File: src/rtl/sparse_ram_writer.sv
// rtl/sparse_ram_writer.sv - dense-to-sparse {value, zero-run} RAM encoder with trailing length word
// Optional element statistics outputs: define SPARSE_WRITER_STATS_EN.
module sparse_ram_writer #(
    parameter int RAM_ADDRESS_WIDTH = 14,
    parameter int RAM_VALUE_WIDTH   = 24,
    parameter int INDEX_WIDTH       = 4
) (
    input  logic                         clk,
    input  logic                         reset_n,
    input  logic                         start,
    input  logic                         in_valid,
    output logic                         in_ready,
    input  logic [RAM_VALUE_WIDTH-1:0]   in_value,
    input  logic                         in_last,
    output logic                         ram_we,
    output logic [RAM_ADDRESS_WIDTH-1:0] ram_address,
    output logic [RAM_VALUE_WIDTH-1:0]   ram_value,
    output logic [INDEX_WIDTH-1:0]       ram_index,
    output logic                         busy,
    output logic                         done,
`ifdef SPARSE_WRITER_STATS_EN
    output logic [RAM_ADDRESS_WIDTH+INDEX_WIDTH-1:0] nnz_count,
    output logic [RAM_ADDRESS_WIDTH+INDEX_WIDTH-1:0] zero_count,
`endif
    output logic                         overflow
);

    localparam logic [INDEX_WIDTH-1:0] RUN_MAX = '1;

    typedef enum logic [1:0] {
        IDLE,
        STREAM,
        LEN
    } state_t;

    state_t                     state;
    // One extra bit: wr_ptr[MSB] set means the last address has been written.
    logic [RAM_ADDRESS_WIDTH:0] wr_ptr;
    logic [INDEX_WIDTH-1:0]     run;
    logic                       emit;
    logic                       accept;

    assign accept = (state == STREAM) && in_valid;
    assign emit   = (in_value != '0) || (run == RUN_MAX);

    always_ff @(posedge clk or negedge reset_n) begin
        if (!reset_n) begin
            state       <= IDLE;
            wr_ptr      <= {{RAM_ADDRESS_WIDTH{1'b0}}, 1'b1};
            run         <= '0;
            in_ready    <= 1'b0;
            ram_we      <= 1'b0;
            ram_address <= '0;
            ram_value   <= '0;
            ram_index   <= '0;
            busy        <= 1'b0;
            done        <= 1'b0;
            overflow    <= 1'b0;
`ifdef SPARSE_WRITER_STATS_EN
            nnz_count   <= '0;
            zero_count  <= '0;
`endif
        end else begin
            ram_we <= 1'b0;
            done   <= 1'b0;
            case (state)
                IDLE: begin
                    busy <= 1'b0;
                    if (start) begin
                        state    <= STREAM;
                        in_ready <= 1'b1;
                        busy     <= 1'b1;
                        wr_ptr   <= {{RAM_ADDRESS_WIDTH{1'b0}}, 1'b1};
                        run      <= '0;
                        overflow <= 1'b0;
`ifdef SPARSE_WRITER_STATS_EN
                        nnz_count  <= '0;
                        zero_count <= '0;
`endif
                    end
                end
                STREAM: begin
                    if (accept) begin
                        if (emit) begin
                            run <= '0;
                            if (!wr_ptr[RAM_ADDRESS_WIDTH]) begin
                                ram_we      <= 1'b1;
                                ram_address <= wr_ptr[RAM_ADDRESS_WIDTH-1:0];
                                ram_value   <= in_value;
                                ram_index   <= run;
                                wr_ptr      <= wr_ptr + 1'b1;
                            end else begin
                                overflow <= 1'b1;
                            end
                        end else begin
                            run <= run + 1'b1;
                        end
`ifdef SPARSE_WRITER_STATS_EN
                        if (in_value != '0) begin
                            if (nnz_count != '1) nnz_count <= nnz_count + 1'b1;
                        end else begin
                            if (zero_count != '1) zero_count <= zero_count + 1'b1;
                        end
`endif
                        if (in_last) begin
                            state    <= LEN;
                            in_ready <= 1'b0;
                        end
                    end
                end
                LEN: begin
                    ram_we      <= 1'b1;
                    ram_address <= '0;
                    ram_value   <= RAM_VALUE_WIDTH'(wr_ptr - 1'b1);
                    ram_index   <= '0;
                    done        <= 1'b1;
                    state       <= IDLE;
                end
                default: begin
                    state    <= IDLE;
                    in_ready <= 1'b0;
                end
            endcase
        end
    end

endmodule

File: config.mk
export PLATFORM = sky130hd
export DESIGN_NAME = sparse_ram_writer
export DESIGN_NICKNAME = d
export VERILOG_FILES = /design/src/rtl/sparse_ram_writer.sv
export SDC_FILE = /design/constraint.sdc
export NUM_CORES = 1
export LEC_CHECK = 0
export ABC_CLOCK_PERIOD_IN_PS = 6100
export CORE_UTILIZATION = 40
export DETAILED_ROUTE_END_ITERATION = 12
export SYNTH_ARGS = -nofsm -noshare
export SYNTH_HDL_FRONTEND = slang
export SYNTH_SLANG_ARGS = --single-unit
File: constraint.sdc
create_clock -name clk -period 6.1 [get_ports clk]
set_clock_uncertainty 0.2 [all_clocks]
set_input_delay 1.525 -clock clk [delete_from_list [all_inputs] [get_ports clk]]
set_output_delay 1.525 -clock clk [all_outputs]
set_load 0.05 [all_outputs]
==> impl_metrics.csv, run 1 <==
group,metric,value,unit
grt,grt-ovfl-total,0,
routing,wl_per_cell,16.90,µm
clock_network,cts_buffer_depth,2,
worst_setup_path,r2r-end,"ram_value[1]$_DFFE_PN0P_",
logic_synthesis,synth_area,3655,µm²
worst_setup_path,path_class,"input port to register",
worst_setup_path,reg2reg_from,"state[1]$_DFFE_PN0P_",
worst_setup_path,required,6.10,ns
logic_synthesis,postSynthCellCount,375,
logic_synthesis,synth.most_common_cell,"dfrtp_1",
clock_network,cts.sinks,68,
worst_setup_path,crit_arrival,4.48,ns
min_path,hold_end,"ram_address[10]$_DFFE_PN0P_",
worst_setup_path,start_kind,"input port",
clock_network,ctsRootBufferMaster,"clkbuf_8",
die,row_count,34,
worst_setup_path,max_stage_delay,0.85,ns
logic_synthesis,synth_edf_count,0,
clock_network,insertion_delay,0.34,ns
logic_synthesis,ys_ff_latch,68,
timing,post-route-worst-setup-slack,1.623,ns
timing,worst_slew_pin_slew,1.177,ns
power,p_leak,0.001915,µW
logic_synthesis,synth_area_leader_cell,"dfrtp_1",
grt,grt_max_degree,69,
die,die_area,9523,µm²
worst_setup_path,cp-end-kind,"register",
die,core_area,8763,µm²
placement,placed_cell_area,4436,µm²
min_path,hp-class,"register to register",
logic_synthesis,syn_avg_cell_area,9.746,µm²
grt,antenna_found_initial,0,
worst_setup_path,crit_family,"compound AO/OA/AOI/OAI gates",
routing,ant_nets,0,
timing,rsz0062_at_grt,"no",
final_layout,fillers,846,
placement,io_buffers,75,
logic_synthesis,synthDistinctLibCells,57,
placement,gp_congestion,0.8222,
grt,grt_pass1_wl,15.46,mm
run_status,outcome,"finished, final reports clean",
grt,grt.total_usage,20.29,%
final_layout,final_cell_area,4638,µm²
placement,dpl_worst_slack,1.267,ns
routing,drt_iter0_markers,180,
clock_network,cts.reportedPaths.clkPinSlew,0.08,ns
clock_network,cts_resized,0,
timing,finalSetupTns,0,ns
worst_setup_path,rrSetupSlack,2.76,ns
power,peakVddDrop,0.4590,mV
die,start_util,41.70,%
timing,relSlewSlack,21.10,%
min_path,hold_start,"ram_address[10]$_DFFE_PN0P_",
placement,dp_hpwl,6.451,mm
logic_synthesis,synth_ff_type,"dfrtp_1",
final_layout,num_antenna_cells,0,
power,power_density,508.4,nW/µm²
timing,max_freq,0.2234,GHz
logic_synthesis,synthTopCellsByArea,"dfrtp_1 (46%), mux2_2 (5.5%), a22o_1 (4.6%)",
clock_network,ctsHoldBuffers,0,
worst_setup_path,path_max_fanout,22,
worst_setup_path,crit_chain,"clkdlybuf4s50_1, nor4_1, nand3_1, o31ai_2, o21a_1, o21ai_0",
timing,setup_viol,0,
power,power,2358,µW
logic_synthesis,yosysSeqAreaShare,46.59,%
clock_network,post-cts-setup-buffers,0,
die,ios,76,
final_layout,drive_gt1_share,11.09,%
worst_setup_path,cp.buffers_inverters,1,
routing,vias_per_cell,5.665,
routing,dr.pass1.iters,4,
worst_setup_path,slowest_stage,"o31ai_2",
logic_synthesis,synthArstFlopShare,100.0,%
logic_synthesis,synth_nets,410,
logic_synthesis,yosys.area.top_type_share,45.87,%
worst_setup_path,ff2ff_path_depth,5,
logic_synthesis,yosysWarnings,0,
timing,slew_violations,0,
grt,grt_pass1_vias,3038,
timing,period_needed,4.477,ns
clock_network,cts_max_level,3,
final_layout,layout.nets,472,
timing,finalCritPeriodShare,73.39,%
die,fp.dieW,97.59,µm
logic_synthesis,synth_common_cells,"dfrtp_1 (67), nand2_1 (28), a21oi_1 (24), inv_1 (22), nor2_1 (22)",
routing,num_vias,3116,
job,max_cap_violations,0,
final_layout,area.growth.synth_to_final,26.91,%
clock_network,cts_made_buffers,9,
min_path,hold_depth,1,
routing,drc,0,
timing,hold_viol,0,
clock_network,cts_tree,"yes",
die,die-height,97.59,µm
routing,routed_wl,9.294,mm
-- state kept, by name (all words and copies together), names as in the netlist --
| register | count |
|---|---|
| ram_value | 24 |
| wr_ptr | 15 |
| ram_address | 14 |
| ram_index | 4 |
| run | 4 |
| state | 2 |
| busy | 1 |
| done | 1 |
| in_ready | 1 |
| overflow | 1 |
| ram_we | 1 |
-- how the worst max path moves through the flow --
stage / from / endpoint / depth (start not counted)
floorplan: in_value[10] / ram_value[12]$_DFFE_PN0P_ / 6
global placement: in_value[0] / ram_value[7]$_DFFE_PN0P_ / 6
detailed placement: in_value[0] / ram_value[7]$_DFFE_PN0P_ / 6
CTS: in_value[0] / ram_value[0]$_DFFE_PN0P_ / 6
global route: in_value[0] / ram_value[0]$_DFFE_PN0P_ / 6
finish: in_value[9] / ram_value[3]$_DFFE_PN0P_ / 6
-- layout make-up --
cell class	instances	area (µm²)	share of cell area [%]
clock buffers	12	155.1	3.345
clock inverters	4	47.55	1.025
inverters	23	86.33	1.861
multi-input cells	258	1750	37.74
flip-flops and latches	68	1703	36.71
well taps	108	135.1	2.913
repair buffers	77	760.7	16.40
-- logic make-up after synthesis --
family	after synthesis	share of synthesized area, %
multiplexers	21	6.436
AND/OR/NAND/NOR	124	18.32
AO/OA/AOI/OAI	98	18.69
buffers and inverters	49	5.751
adder cells (fa/ha/maj)	6	2.054
flip-flops	68	46.59
XOR/XNOR	9	2.157
-- routing by layer --
| layer | wire length (µm) | up-vias | GRT usage (%) | share of wire (%) |
|---|---|---|---|---|
| met1 | 4566 | 1515 | 28.68 | 49 |
| met2 | 4128 | 90 | 30.77 | 44 |
| li1 | - | 1505 | - | - |
| met5 | 0 | - | 0 | 0 |
| met4 | 91 | 0 | 5.317 | 0.98 |
| met3 | 507 | 6 | 5.396 | 5.5 |
-- power breakdown --
| part | switching (µW) | internal [µW] | total [µW] |
|---|---|---|---|
| logic | 837 | 453 | 1290 |
| registers | 95.8 | 585 | 681 |
| clock network | 177 | 210 | 387 |
-- metrics by stage --
stage / instances / utilization (%) / hold WS [ns]
3_3_place_gp: 534 / 50.61 / 0.2888
6_report: 550 / 52.93 / 0.3044
3_5_place_dp: 534 / 50.61 / 0.2934
5_1_grt: 550 / 52.93 / 0.3279
4_1_cts: 550 / 52.93 / 0.3085
2_1_floorplan: 375 / - / 0.2882
-- cells in the final DEF (no fill, tap or decap), types with 7 or more instances in the layout --
master | netlist | routed
nor2_1 | 22 | 22
inv_1 | 22 | 22
nor3_1 | 12 | 11
nor4_1 | 10 | 10
clkbuf_8 | 0 | 11
dfrtp_1 | 67 | 67
nand2_1 | 28 | 28
a21oi_1 | 24 | 24
o21ai_0 | 16 | 15
a31oi_1 | 8 | 8
o211ai_1 | 7 | 7
a22o_1 | 19 | 19
clkdlybuf4s50_1 | 0 | 74
nand3_1 | 17 | 17
mux2_2 | 18 | 18
(Power assumes the default switching activity.)
==> run 2: changes to the inputs <==
--- a/config.mk
+++ b/config.mk
@@ -5,7 +5,7 @@
 export SDC_FILE = /design/constraint.sdc
 export NUM_CORES = 1
 export LEC_CHECK = 0
-export ABC_CLOCK_PERIOD_IN_PS = 6100
+export ABC_CLOCK_PERIOD_IN_PS = 4700
 export CORE_UTILIZATION = 40
 export DETAILED_ROUTE_END_ITERATION = 12
 export SYNTH_ARGS = -nofsm -noshare
==> constraint.sdc (replaced) <==
create_clock -name clk -period 4.7 [get_ports clk]
set_clock_uncertainty 0.2 [all_clocks]
set_input_delay 1.175 -clock clk [delete_from_list [all_inputs] [get_ports clk]]
set_output_delay 1.175 -clock clk [all_outputs]
set_load 0.05 [all_outputs]
==> run 2 against run 1 <==
Net effect:
- sequential power is 30% higher
- via count increased by 0.71%
- register-to-register slack worse by 0.95 ns
- global-route usage hardly changed
- worst hold slack lost 0.0055 ns
- final cell count up 1.1%
- flip-flop and latch count stayed put
- critical path type unchanged
- die area unchanged
- non-clock buffer count increased by 6
==> impl_metrics.csv, run 2 (synthesis results as in run 1) <==
group,metric,value,unit
power,p_leak,0.001927,µW
timing,slew_violations,0,
worst_setup_path,reg2reg_from,"wr_ptr[5]$_DFFE_PN0P_",
routing,dr.pass1.iters,4,
routing,drc,0,
placement,dp_hpwl,6.751,mm
timing,finalCritPeriodShare,78.38,%
worst_setup_path,crit_end,"ram_value[7]$_DFFE_PN0P_",
final_layout,drive_gt1_share,12.50,%
timing,worst_slew_pin_slew,1.070,ns
clock_network,insertion_delay,0.35,ns
worst_setup_path,setup.worst_path.start,"in_value[16]",
worst_setup_path,start_kind,"input port",
worst_setup_path,required,4.73,ns
power,power,3013,µW
timing,rsz0062_at_grt,"no",
min_path,hp-class,"register to register",
final_layout,layout_commonest_cell,"clkdlybuf4s50_1",
final_layout,utilization,53.04,%
die,die-height,97.59,µm
die,start_util,41.70,%
clock_network,cts_made_buffers,9,
min_path,hold_start,"ram_value[8]$_DFFE_PN0P_",
die,die_area,9523,µm²
grt,grt-ovfl-total,0,
clock_network,cts.reportedPaths.clkPinSlew,0.08,ns
placement,gp_congestion,0.8086,
routing,routed_wl,9.331,mm
worst_setup_path,path_max_fanout,20,
final_layout,mostFrequentLayoutCells,"clkdlybuf4s50_1 (74), dfrtp_1 (67), nand2_1 (28)",
die,fp.dieW,97.59,µm
worst_setup_path,slowest_stage,"o31ai_2",
final_layout,seq_area,1703,µm²
die,core_area,8763,µm²
clock_network,post-cts-setup-buffers,0,
clock_network,ctsHoldBuffers,0,
clock_network,cts_max_level,3,
worst_setup_path,ff2ff_path_depth,5,
timing,whs,0.2989,ns
clock_network,cts_resized,0,
timing,hold_viol,0,
worst_setup_path,path_class,"input port to register",
timing,finalSetupTns,0,ns
worst_setup_path,cp-end-kind,"register",
final_layout,fillers,838,
final_layout,final_cell_area,4648,µm²
clock_network,cts.sinks,68,
worst_setup_path,r2r-end,"ram_value[13]$_DFFE_PN0P_",
final_layout,regMostFlops,"ram_value",
final_layout,layout.nets,478,
final_layout,num_antenna_cells,0,
final_layout,area.growth.synth_to_final,27.18,%
worst_setup_path,crit_arrival,3.71,ns
worst_setup_path,crit_chain,"clkdlybuf4s50_1, nor4_1, nand2_1, o31ai_2, o21ai_2, mux2_1",
timing,relSlewSlack,28.11,%
grt,grt_max_degree,44,
clock_network,cts_buffer_depth,2,
final_layout,largest_reg_flops,24,
routing,vias_per_cell,5.644,
grt,antenna_found_initial,0,
grt,grt_pass1_wl,15.33,mm
final_layout,multi_input_area,1750,µm²
routing,drt_iter0_markers,154,
timing,period_needed,3.684,ns
power,peakVddDrop,0.4334,mV
placement,io_buffers,75,
placement,placed_cell_area,4481,µm²
routing,wl_per_cell,16.78,µm
clock_network,ctsRootBufferMaster,"clkbuf_8",
routing,num_vias,3138,
final_layout,largestRegisters,"ram_value x24, wr_ptr x15, ram_address x14",
run_status,outcome,"finished, final reports clean",
worst_setup_path,max_stage_delay,0.56,ns
timing,max_freq,0.2715,GHz
grt,grt_pass1_vias,2985,
die,ios,76,
power,power_density,648.3,nW/µm²
routing,ant_nets,0,
die,row_count,34,
grt,grt.total_usage,20.24,%
clock_network,cts_tree,"yes",
timing,setup_viol,0,
job,max_cap_violations,0,
worst_setup_path,rrSetupSlack,1.81,ns
## run 2: layout make-up
class,instances,share of cell area (%)
clock buffers,9,2.665
clock inverters,7,0.9421
inverters,23,1.857
multi-input cells,258,37.66
flip-flops and latches,68,36.64
well taps,108,2.907
repair buffers,83,17.34
## run 2: critical path: cells and delay by family
family | cells | cell delay (ns)
buf+inv | 1 | 0.42
simple gates | 2 | 0.69
compound gates | 2 | 0.98
mux | 1 | 0.43
## run 2: through the flow
| step | instances | worst slack [ns] |
|---|---|---|
| final | 556 | 1.016 |
| after global routing | 556 | 0.8880 |
| after CTS | 556 | 1.018 |
| after detailed placement | 540 | 0.6526 |
| after global placement | 540 | 0.6651 |
| after floorplan | 375 | 1.788 |
## run 2: worst min-delay path by stage
stage / to / slack, ns / cells after the start
after floorplan: run[1]$_DFFE_PN0P_ / 0.29 / 2
after global placement: ram_index[2]$_DFFE_PN0P_ / 0.29 / 1
after detailed placement: ram_value[8]$_DFFE_PN0P_ / 0.28 / 1
after CTS: ram_value[8]$_DFFE_PN0P_ / 0.30 / 1
after global routing: ram_value[8]$_DFFE_PN0P_ / 0.31 / 1
final: ram_value[8]$_DFFE_PN0P_ / 0.30 / 1
## run 2: where the power goes
group          internal, µW  switching (µW)
Clock                   188             232
Sequential              759             127
Combinational           608            1100
Total                  1560            1460
## run 2: per-layer routing
metal | GRT usage [%] | part of all wire (%)
met3 | 4.460 | 5.5
met5 | 0 | 0
met2 | 30.82 | 45
met4 | 7.692 | 1.7
met1 | 28.12 | 47
==> run 3: changes to the inputs <==
--- a/config.mk
+++ b/config.mk
@@ -5,7 +5,7 @@
 export SDC_FILE = /design/constraint.sdc
 export NUM_CORES = 1
 export LEC_CHECK = 0
-export ABC_CLOCK_PERIOD_IN_PS = 4700
+export ABC_CLOCK_PERIOD_IN_PS = 3500
 export CORE_UTILIZATION = 40
 export DETAILED_ROUTE_END_ITERATION = 12
 export SYNTH_ARGS = -nofsm -noshare
==> constraint.sdc (replaced) <==
create_clock -name clk -period 3.5 [get_ports clk]
set_clock_uncertainty 0.2 [all_clocks]
set_input_delay 0.875 -clock clk [delete_from_list [all_inputs] [get_ports clk]]
set_output_delay 0.875 -clock clk [all_outputs]
set_load 0.05 [all_outputs]
==> run 3 against run 2 <==
Net effect:
- count of clock-buffer cells in the layout up 2
- final area up 2.9%
- die area unchanged
==> impl_metrics.csv, run 3 (synthesis results as in run 1) <==
group,metric,value,unit
timing,relSlewSlack,25.88,%
power,peakVddDrop,0.6206,mV
worst_setup_path,slowest_stage,"nor4_1",
run_status,outcome,"finished, final reports clean",
die,core_area,8763,µm²
die,row_count,34,
worst_setup_path,start_kind,"input port",
final_layout,regMostFlops,"ram_value",
clock_network,cts_resized,0,
die,die_area,9523,µm²
worst_setup_path,required,3.52,ns
grt,grt_pass1_wl,15.53,mm
timing,max_freq,0.3355,GHz
die,die-height,97.59,µm
final_layout,num_antenna_cells,0,
placement,dp.cells,547,
final_layout,layout_commonest_cell,"clkdlybuf4s50_1",
clock_network,cts_max_level,3,
worst_setup_path,rrSetupSlack,0.82,ns
final_layout,largestRegisters,"ram_value x24, wr_ptr x15, ram_address x14",
timing,slew_violations,0,
worst_setup_path,crit_arrival,3.00,ns
grt,grt.total_usage,20.34,%
timing,worst_slew_pin_slew,1.106,ns
power,p_clk_share,17.2,%
clock_network,cts_buffer_depth,2,
worst_setup_path,cp-end-kind,"register",
routing,drt_iter0_markers,200,
power,p_int,2315,µW
die,start_util,41.70,%
clock_network,cts_made_buffers,9,
worst_setup_path,crit_chain,"clkdlybuf4s50_1, nor4_1, nand2_1, o31ai_2, buf_4, o21a_1, buf_4, o21ai_0",
final_layout,drive_gt1_share,13.63,%
worst_setup_path,max_stage_delay,0.47,ns
routing,ant_nets,0,
worst_setup_path,cp_common_cell,"buf_4",
grt,grt_max_degree,69,
timing,hold_viol,0,
routing,wl_per_cell,16.24,µm
final_layout,layout.nets,485,
die,ios,76,
clock_network,ctsHoldBuffers,0,
grt,antenna_found_initial,0,
timing,setup_viol,0,
worst_setup_path,crit_family,"buffers and inverters",
final_layout,area.growth.synth_to_final,30.91,%
clock_network,cts.sinks,68,
job,max_cap_violations,0,
timing,finalCritPeriodShare,85.16,%
worst_setup_path,path_class,"input port to register",
clock_network,insertion_delay,0.35,ns
routing,vias_per_cell,5.563,
min_path,hp-class,"register to register",
clock_network,cts.reportedPaths.clkPinSlew,0.08,ns
final_layout,fillers,800,
power,switching_share,45.86,%
power,combPwrFrac,55.1,%
placement,io_buffers,75,
clock_network,cts_tree,"yes",
routing,routed_wl,9.144,mm
routing,drc,0,
placement,gp_congestion,0.8112,
routing,num_vias,3132,
timing,finalSetupTns,0,ns
timing,rsz0062_at_grt,"no",
power,power,4276,µW
power,p_leak,0.001996,µW
clock_network,post-cts-setup-buffers,0,
routing,dr.pass1.iters,4,
final_layout,largest_reg_flops,24,
clock_network,ctsRootBufferMaster,"clkbuf_8",
final_layout,final_cell_area,4785,µm²
final_layout,mostFrequentLayoutCells,"clkdlybuf4s50_1 (74), dfrtp_1 (67), nand2_1 (28)",
placement,dp_hpwl,6.601,mm
placement,placed_cell_area,4558,µm²
power,seqPwrFrac,27.7,%
power,power_density,893.8,nW/µm²
grt,grt-ovfl-total,0,
power,power_switching,1961,µW
final_layout,utilization,54.60,%
worst_setup_path,cp.buffers_inverters,3,
worst_setup_path,path_max_fanout,5,
grt,grt_pass1_vias,3070,
die,fp.dieW,97.59,µm
timing,period_needed,2.980,ns
final_layout,fin_cells,563,
-- run 3: cell types whose count changed in the layout (fill, tap and decap cells not counted), sizes merged --
cell,change
buf,+7
clkinv,-3
bufinv,+2
clkbuf,+2
clkinvlp,-1
-- run 3: worst paths after layout --
kind | from | endpoint | cells past startpoint
max in group asynchronous | reset_n | ram_value[8]$_DFFE_PN0P_ | 2
min in group asynchronous | reset_n | ram_index[0]$_DFFE_PN0P_ | 2
hold / removal | ram_value[8]$_DFFE_PN0P_ | ram_value[8]$_DFFE_PN0P_ | 1
setup / recovery | in_value[10] | ram_value[0]$_DFFE_PN0P_ | 8
hold reg to reg | ram_value[8]$_DFFE_PN0P_ | ram_value[8]$_DFFE_PN0P_ | 1
setup reg to reg | wr_ptr[0]$_DFFE_PN1P_ | wr_ptr[12]$_DFFE_PN0P_ | 6
-- run 3: metrics by stage --
stage | hold WS [ns] | worst slack (ns)
after global placement | 0.2756 | 0.1583
after CTS | 0.2947 | 0.5148
final | 0.2929 | 0.5195
after global routing | 0.3233 | 0.3041
after floorplan | 0.2882 | 0.8883
after detailed placement | 0.2812 | 0.1464
-- run 3: metal layers --
layer  vias to the layer above  wire (µm)  global-route usage (%)
met5                         -          0                       0
met1                      1503       4326                   27.90
met2                        93       4088                   30.72
li1                       1526          -                       -
met4                         0        151                   8.032
met3                        10        577                   5.180
-- run 3: power by group through the flow --
stage / combinational (µW) / sequential (µW) / clock [µW]
4_1_cts: 2380 / 1190 / 754
5_1_grt: 2540 / 1220 / 783
3_3_place_gp: 2350 / 1200 / 0
2_1_floorplan: 954 / 1830 / 0
3_5_place_dp: 2370 / 1190 / 0
6_report: 2360 / 1180 / 737
-- run 3: layout make-up --
class | instances | area (µm²) | share of cell area (%)
Inverter | 23 | 86.33 | 1.804
Clock buffer | 11 | 141.4 | 2.955
Clock inverter | 5 | 85.08 | 1.778
Timing Repair Buffer | 90 | 883.3 | 18.46
Tap cell | 108 | 135.1 | 2.824
Sequential cell | 68 | 1703 | 35.59
Multi-Input combinational cell | 258 | 1750 | 36.58
